**src/rtl/health_bar_ctrl_if.sv**
```systemverilog
// Pixel-side bundle for the health-bar generator: raster coordinates and health
// values in, registered per-pixel flags out.
interface health_bar_ctrl_if #(
    parameter int HEALTH_W = 8
);
    logic [9:0]          DrawX;
    logic [9:0]          DrawY;
    logic                blank;
    logic [HEALTH_W-1:0] RyuHealth;
    logic [HEALTH_W-1:0] AkumaHealth;
    logic                health_on;
    logic                ghost_on;
    logic                ko;

    modport master (
        output DrawX, DrawY, blank, RyuHealth, AkumaHealth,
        input  health_on, ghost_on, ko
    );

    modport slave (
        input  DrawX, DrawY, blank, RyuHealth, AkumaHealth,
        output health_on, ghost_on, ko
    );
endinterface

```
**src/rtl/health_bar_ctrl.sv**
```systemverilog
// Two-player health bars with frame-latched health, draining ghost trail and
// low-health blink; emits registered live/ghost pixel flags plus a KO flag.
module health_bar_ctrl #(
    parameter int HEALTH_W   = 8,
    parameter int LEFT_X     = 40,
    parameter int RIGHT_X    = 600,
    parameter int Y_TOP      = 20,
    parameter int Y_BOT      = 30,
    parameter int DRAIN_DIV  = 2,
    parameter int LOW_THRESH = 32,
    parameter int BLINK_HALF = 16
) (
    input  logic             vga_clk,
    input  logic             Reset_n,
    health_bar_ctrl_if.slave pix
);
    localparam logic [9:0]          LX         = 10'(LEFT_X);
    localparam logic [9:0]          RX         = 10'(RIGHT_X);
    localparam logic [9:0]          YT         = 10'(Y_TOP);
    localparam logic [9:0]          YB         = 10'(Y_BOT);
    localparam logic [7:0]          DRAIN_LAST = 8'(DRAIN_DIV - 1);
    localparam logic [7:0]          BLINK_LAST = 8'(BLINK_HALF - 1);
    localparam logic [31:0]         LOW_C      = 32'(LOW_THRESH);
    localparam logic [HEALTH_W-1:0] ONE_H      = 1;

    // A full-scale bar must stay on screen without the 10-bit sums wrapping.
    if (LEFT_X + 2**HEALTH_W - 1 > 1023) begin : g_bad_left
        $error("health_bar_ctrl: LEFT_X too large for HEALTH_W");
    end
    if (RIGHT_X < 2**HEALTH_W - 1) begin : g_bad_right
        $error("health_bar_ctrl: RIGHT_X too small for HEALTH_W");
    end
    if (DRAIN_DIV < 1 || DRAIN_DIV > 255) begin : g_bad_drain
        $error("health_bar_ctrl: DRAIN_DIV out of range");
    end
    if (BLINK_HALF < 1 || BLINK_HALF > 255) begin : g_bad_blink
        $error("health_bar_ctrl: BLINK_HALF out of range");
    end

    logic                match_q, tick_q;
    logic [HEALTH_W-1:0] h1_q, h2_q, g1_q, g2_q, g1_d, g2_d;
    logic [7:0]          drain_q, drain_d, blink_q, blink_d;
    logic                phase_q, phase_d;
    logic                health_q, health_d, ghost_q, ghost_d, ko_q;

    logic                coord_zero, frame_tick, drain_hit, blink_wrap;
    logic [9:0]          p1_live_end, p1_ghost_end, p2_live_beg, p2_ghost_beg;
    logic                in_rows, low1, low2, live1, live2, trail1, trail2;

    function automatic logic [HEALTH_W-1:0] ghost_next(
        input logic [HEALTH_W-1:0] h_new,
        input logic [HEALTH_W-1:0] g_cur,
        input logic                dec
    );
        logic [HEALTH_W-1:0] g_nxt;
        g_nxt = g_cur;
        if (h_new >= g_cur) begin
            g_nxt = h_new;
        end else if (dec) begin
            g_nxt = g_cur - ONE_H;
        end
        return g_nxt;
    endfunction

    always_comb begin
        coord_zero   = (pix.DrawX == 10'd0) && (pix.DrawY == 10'd0);
        frame_tick   = coord_zero && !match_q;
        drain_hit    = (drain_q == DRAIN_LAST);
        blink_wrap   = (blink_q == BLINK_LAST);
        g1_d         = ghost_next(pix.RyuHealth, g1_q, drain_hit);
        g2_d         = ghost_next(pix.AkumaHealth, g2_q, drain_hit);
        drain_d      = drain_hit ? 8'd0 : drain_q + 8'd1;
        blink_d      = blink_wrap ? 8'd0 : blink_q + 8'd1;
        phase_d      = phase_q ^ blink_wrap;

        p1_live_end  = LX + 10'(h1_q);
        p1_ghost_end = LX + 10'(g1_q);
        p2_live_beg  = RX - 10'(h2_q);
        p2_ghost_beg = RX - 10'(g2_q);

        in_rows = (pix.DrawY >= YT) && (pix.DrawY < YB);
        low1    = (32'(h1_q) < LOW_C) && phase_q;
        low2    = (32'(h2_q) < LOW_C) && phase_q;
        live1   = in_rows && (pix.DrawX >= LX) && (pix.DrawX < p1_live_end) && !low1;
        trail1  = in_rows && (pix.DrawX >= p1_live_end) && (pix.DrawX < p1_ghost_end);
        live2   = in_rows && (pix.DrawX >= p2_live_beg) && (pix.DrawX < RX) && !low2;
        trail2  = in_rows && (pix.DrawX >= p2_ghost_beg) && (pix.DrawX < p2_live_beg);

        health_d = pix.blank && (live1 || live2);
        ghost_d  = pix.blank && (trail1 || trail2) && !health_d;
    end

    always_ff @(posedge vga_clk) begin
        if (!Reset_n) begin
            match_q  <= 1'b0;
            tick_q   <= 1'b0;
            h1_q     <= '0;
            h2_q     <= '0;
            g1_q     <= '0;
            g2_q     <= '0;
            drain_q  <= '0;
            blink_q  <= '0;
            phase_q  <= 1'b0;
            health_q <= 1'b0;
            ghost_q  <= 1'b0;
            ko_q     <= 1'b0;
        end else begin
            match_q  <= coord_zero;
            tick_q   <= frame_tick;
            health_q <= health_d;
            ghost_q  <= ghost_d;
            if (frame_tick) begin
                h1_q    <= pix.RyuHealth;
                h2_q    <= pix.AkumaHealth;
                g1_q    <= g1_d;
                g2_q    <= g2_d;
                drain_q <= drain_d;
                blink_q <= blink_d;
                phase_q <= phase_d;
            end
            // KO follows the freshly latched healths one cycle after the tick.
            if (tick_q) begin
                ko_q <= (h1_q == '0) || (h2_q == '0);
            end
        end
    end

    assign pix.health_on = health_q;
    assign pix.ghost_on  = ghost_q;
    assign pix.ko        = ko_q;
endmodule

```
**src/flat_wrapper.sv**
```systemverilog
// flat-port wrapper written by rule: the top's interface ports become plain ports
module health_bar_ctrl_flat 
#(
    parameter int HEALTH_W   = 8,
    parameter int LEFT_X     = 40,
    parameter int RIGHT_X    = 600,
    parameter int Y_TOP      = 20,
    parameter int Y_BOT      = 30,
    parameter int DRAIN_DIV  = 2,
    parameter int LOW_THRESH = 32,
    parameter int BLINK_HALF = 16
)
  (vga_clk, Reset_n, pix_DrawX, pix_DrawY, pix_blank, pix_RyuHealth, pix_AkumaHealth, pix_health_on, pix_ghost_on, pix_ko);
  health_bar_ctrl_if #(.HEALTH_W(HEALTH_W)) pix_i ();
  input  logic vga_clk;
  input  logic Reset_n;
  input wire logic [$bits(pix_i.DrawX)-1:0] pix_DrawX;
  input wire logic [$bits(pix_i.DrawY)-1:0] pix_DrawY;
  input wire logic [$bits(pix_i.blank)-1:0] pix_blank;
  input wire logic [$bits(pix_i.RyuHealth)-1:0] pix_RyuHealth;
  input wire logic [$bits(pix_i.AkumaHealth)-1:0] pix_AkumaHealth;
  output wire logic [$bits(pix_i.health_on)-1:0] pix_health_on;
  output wire logic [$bits(pix_i.ghost_on)-1:0] pix_ghost_on;
  output wire logic [$bits(pix_i.ko)-1:0] pix_ko;
  assign pix_i.DrawX = pix_DrawX;
  assign pix_i.DrawY = pix_DrawY;
  assign pix_i.blank = pix_blank;
  assign pix_i.RyuHealth = pix_RyuHealth;
  assign pix_i.AkumaHealth = pix_AkumaHealth;
  assign pix_health_on = pix_i.health_on;
  assign pix_ghost_on = pix_i.ghost_on;
  assign pix_ko = pix_i.ko;
  health_bar_ctrl #(.HEALTH_W(HEALTH_W), .LEFT_X(LEFT_X), .RIGHT_X(RIGHT_X), .Y_TOP(Y_TOP), .Y_BOT(Y_BOT), .DRAIN_DIV(DRAIN_DIV), .LOW_THRESH(LOW_THRESH), .BLINK_HALF(BLINK_HALF)) u_core (.vga_clk(vga_clk), .Reset_n(Reset_n), .pix(pix_i));
endmodule
```
**config.mk**
```make
export PLATFORM = sky130hd
export DESIGN_NAME = health_bar_ctrl_flat
export DESIGN_NICKNAME = d
export VERILOG_FILES = /design/src/rtl/health_bar_ctrl_if.sv /design/src/rtl/health_bar_ctrl.sv /design/src/flat_wrapper.sv
export SDC_FILE = /design/constraint.sdc
export NUM_CORES = 1
export LEC_CHECK = 0
export ABC_AREA = 0
export BUFFER_PORTS_ARGS = -buffer_cell sky130_fd_sc_hd__buf_2
export CORE_MARGIN = 3
export CORE_UTILIZATION = 50
export DETAILED_ROUTE_END_ITERATION = 8
export PLACE_DENSITY = 0.75
export SLEW_MARGIN = 20
export SYNTH_ARGS = -nofsm -noshare
export SYNTH_HDL_FRONTEND = slang
export SYNTH_SLANG_ARGS = --single-unit
```
**constraint.sdc**
```tcl
create_clock -name vga_clk -period 5.9 [get_ports vga_clk]
set_clock_uncertainty 0.2 [all_clocks]
set_input_delay 0.295 -clock vga_clk [delete_from_list [all_inputs] [get_ports vga_clk]]
set_output_delay 0.295 -clock vga_clk [all_outputs]
set_load 0.005 [all_outputs]
```
==> results.yml <==
status:
  status: "finished clean"
final_layout:
  final_cell_mix: "ha_1 (62), nand2_1 (61), dfxtp_1 (54), buf_2 (41), nor2_1 (36)"
  final_area_um2: 4620
  nNetsFinal: 659
  drive_gt1_share_pct: 10.7
  antennaDiodeCount: 0
  layout.cells.most_common: "ha_1"
  final_util_pct: 57.9
  synthToLayoutAreaGrowth_pct: 8.69
detailed_routing:
  drc: 0
  drt_iter0_drc: 234
  wl_per_cell_um: 15.9
  firstDrtPassIters: 5
  drtAntennaViolNets: 0
  wirelength_um: 10500
  avgViaCountPerCell: 5.90
  vias: 3903
setup_path:
  max_stage_delay_ns: 0.79
  start_kind: "flip-flop"
  cp_max_fo: 5
  crit_path_top_delay_cell: "nor4b_1"
  crit_type: "reg2reg"
  crit_path_start: "u_core.drain_q[0]$_SDFFE_PN0P_"
  crit_arrival_ns: 2.89
  rr_startpoint: "u_core.drain_q[0]$_SDFFE_PN0P_"
  critPathBufInv: 0
  cp_top_family: "simple AND/OR/NAND/NOR gates"
  worstPathCellList: "ha_1, nor4b_1, nand2_1, or3_1, a21oi_1, o22ai_1, and2_1"
  worstPathRequired_ns: 5.93
  end_kind: "flip-flop"
sta:
  hold_slack_ns: 0.0491
  setup_tns_ns: 0
  rsz0062_at_grt: "no"
  worst_pin_slew_ns: 0.974
  setup_viol: 0
  max_freq_mhz: 350
  maxSlewHeadroom_pct: 34.1
  slew_violations: 0
  hold_violations: 0
  timing.final.crit_share_pct: 48.5
  min_period_ns: 2.86
floorplan:
  die-area_um2: 9640
  die_y_um: 98.2
  rows: 32
  ios: 42
  coreArea_um2: 7970
  initial_core_util_pct: 53.3
  die_w_um: 98.2
synthesis:
  syn_inst: 526
  synth_edf_count: 0
  syn_avg_cell_area_um2: 8.07
  synth_area_um2: 4250
  yosysWarnings: 0
  synth_ff_type: "dfxtp_1"
  synth_seq_area_share_pct: 25.5
  synth_seq_cells: 54
  yosysUniqueCellTypes: 54
  synthArstFlopShare_pct: 0
  synth.net_count: 627
grt:
  grt_max_degree: 51
  grt_pass1_vias: 3629
  antenna_found_initial: 0
  global_route.overflow_total: 0
  grt_pass1_wl_um: 17300
  grt_usage_pct: 21.5
clock_network:
  post-cts-setup-buffer-count: 0
  clock_latency_ns: 0.32
  clock-sinks: 54
  cts_buffers: 5
  clk_pin_slew_ns: 0.12
  ctsResizeCount: 0
  htree_levels: 2
  holdBufCountCts: 0
  cts_tree: "done"
  clockRootBuffer: "clkbuf_8"
  clock_path_buffers: 2
placed_design:
  place_hpwl_um: 8000
  place_area_um2: 4520
  numPortBuffers: 41
  gp_congestion: 0.896
flow_run:
  cap_viol_max_count: 0
power:
  power_w: 0.000695
  power_switching_share_pct: 29.0
  power_frac_comb_pct: 13.4
  sequentialPowerShare_pct: 52.5
  cellPowerDensity_nw_per_um2: 150
  ir_drop_uv: 98.4
  p_sw_w: 0.000201
  p_int_w: 0.000493
  pwr-share-clk_pct: 34.1
  p_leak_nw: 1.87
min_path:
  hold_class: "in2reg"
  min-delay-start: "pix_AkumaHealth[6]"
## layer usage
layer	share of wire, %	GRT usage (%)	vias up
li1	-	-	1962
met1	47	30.0	1811
met2	47	34.6	116
met3	5.6	3.14	14
met4	1.3	5.78	0
met5	0	0	-
## kinds of logic after synthesis
kind of cell / after synthesis / share of synthesized area, %
simple gates: 191 / 22.8
flops: 54 / 25.5
mux: 9 / 2.12
buf+inv: 53 / 5.13
xor+xnor: 29 / 5.98
fa+ha+maj: 62 / 18.3
compound gates: 128 / 20.2
## worst register-to-register path, delay by kind of cell (launching register included)
family | cells | cell delay, ns
flops | 1 | 0.42
fa+ha+maj | 1 | 0.17
simple gates | 4 | 1.74
compound gates | 2 | 0.24
## sequential cells by signal, summed over array words and instances, names as in the netlist
name and count:
u_core.drain_q 8, u_core.pix.ko 1, u_core.phase_q 1, u_core.pix.health_on 1, u_core.g2_q 8, u_core.h1_q 8, u_core.match_q 1, u_core.pix.ghost_on 1
u_core.blink_q 8, u_core.h2_q 8, u_core.g1_q 8, u_core.tick_q 1
## layout make-up
cell class              count  area [µm²]
clock buffers               5        68.8
repair buffers             44         228
inverters                  34         128
multi-input cells         419        2950
fillers                   742        3350
well taps                 102         128
clock inverters             3        28.8
flip-flops and latches     54        1080
## power by group through the flow
stage | Clock, W | Combinational [W] | Sequential (W)
final | 0.000237 | 0.0000931 | 0.000364
after global routing | 0.000251 | 0.000105 | 0.000364
after CTS | 0.000238 | 0.0000922 | 0.000364
after detailed placement | 0 | 0.0000916 | 0.000373
after global placement | 0 | 0.0000876 | 0.000373
after floorplan | 0 | 0.0000537 | 0.000373
## metrics by stage
step,setup slack [ns],cells
after floorplan,3.37,526
after global placement,3.11,653
after detailed placement,3.03,653
after CTS,3.07,661
after global routing,2.83,661
final,3.04,661
## cell usage after synthesis, drive strengths merged (9+ instances only)
library cell / n / area share [%]
a21boi: 23 / 4.2
nand3: 12 / 1.4
nand4: 13 / 2.1
o21ai: 19 / 2.2
a21oi: 29 / 3.4
xor2: 13 / 2.7
xnor2: 16 / 3.3
nor2b: 9 / 1.3
ha: 62 / 18
nor3: 15 / 1.9
mux2i: 9 / 2.1
nor2: 36 / 3.2
inv: 34 / 3.0
o22ai: 9 / 1.3
dfxtp: 54 / 25
nand2: 61 / 5.4
clkbuf: 13 / 1.1
## worst paths after layout
path	cells past startpoint	to	slack, ns
setup / recovery	7	u_core.g2_q[4]$_SDFFE_PN0P_	3.04
hold / removal	3	u_core.h2_q[6]$_SDFFE_PN0P_	0.05
setup reg to reg	7	u_core.g2_q[4]$_SDFFE_PN0P_	3.04
hold reg to reg	1	u_core.pix.ko$_SDFFE_PN0P_	0.23
Power figures use the tool's default switching activity.
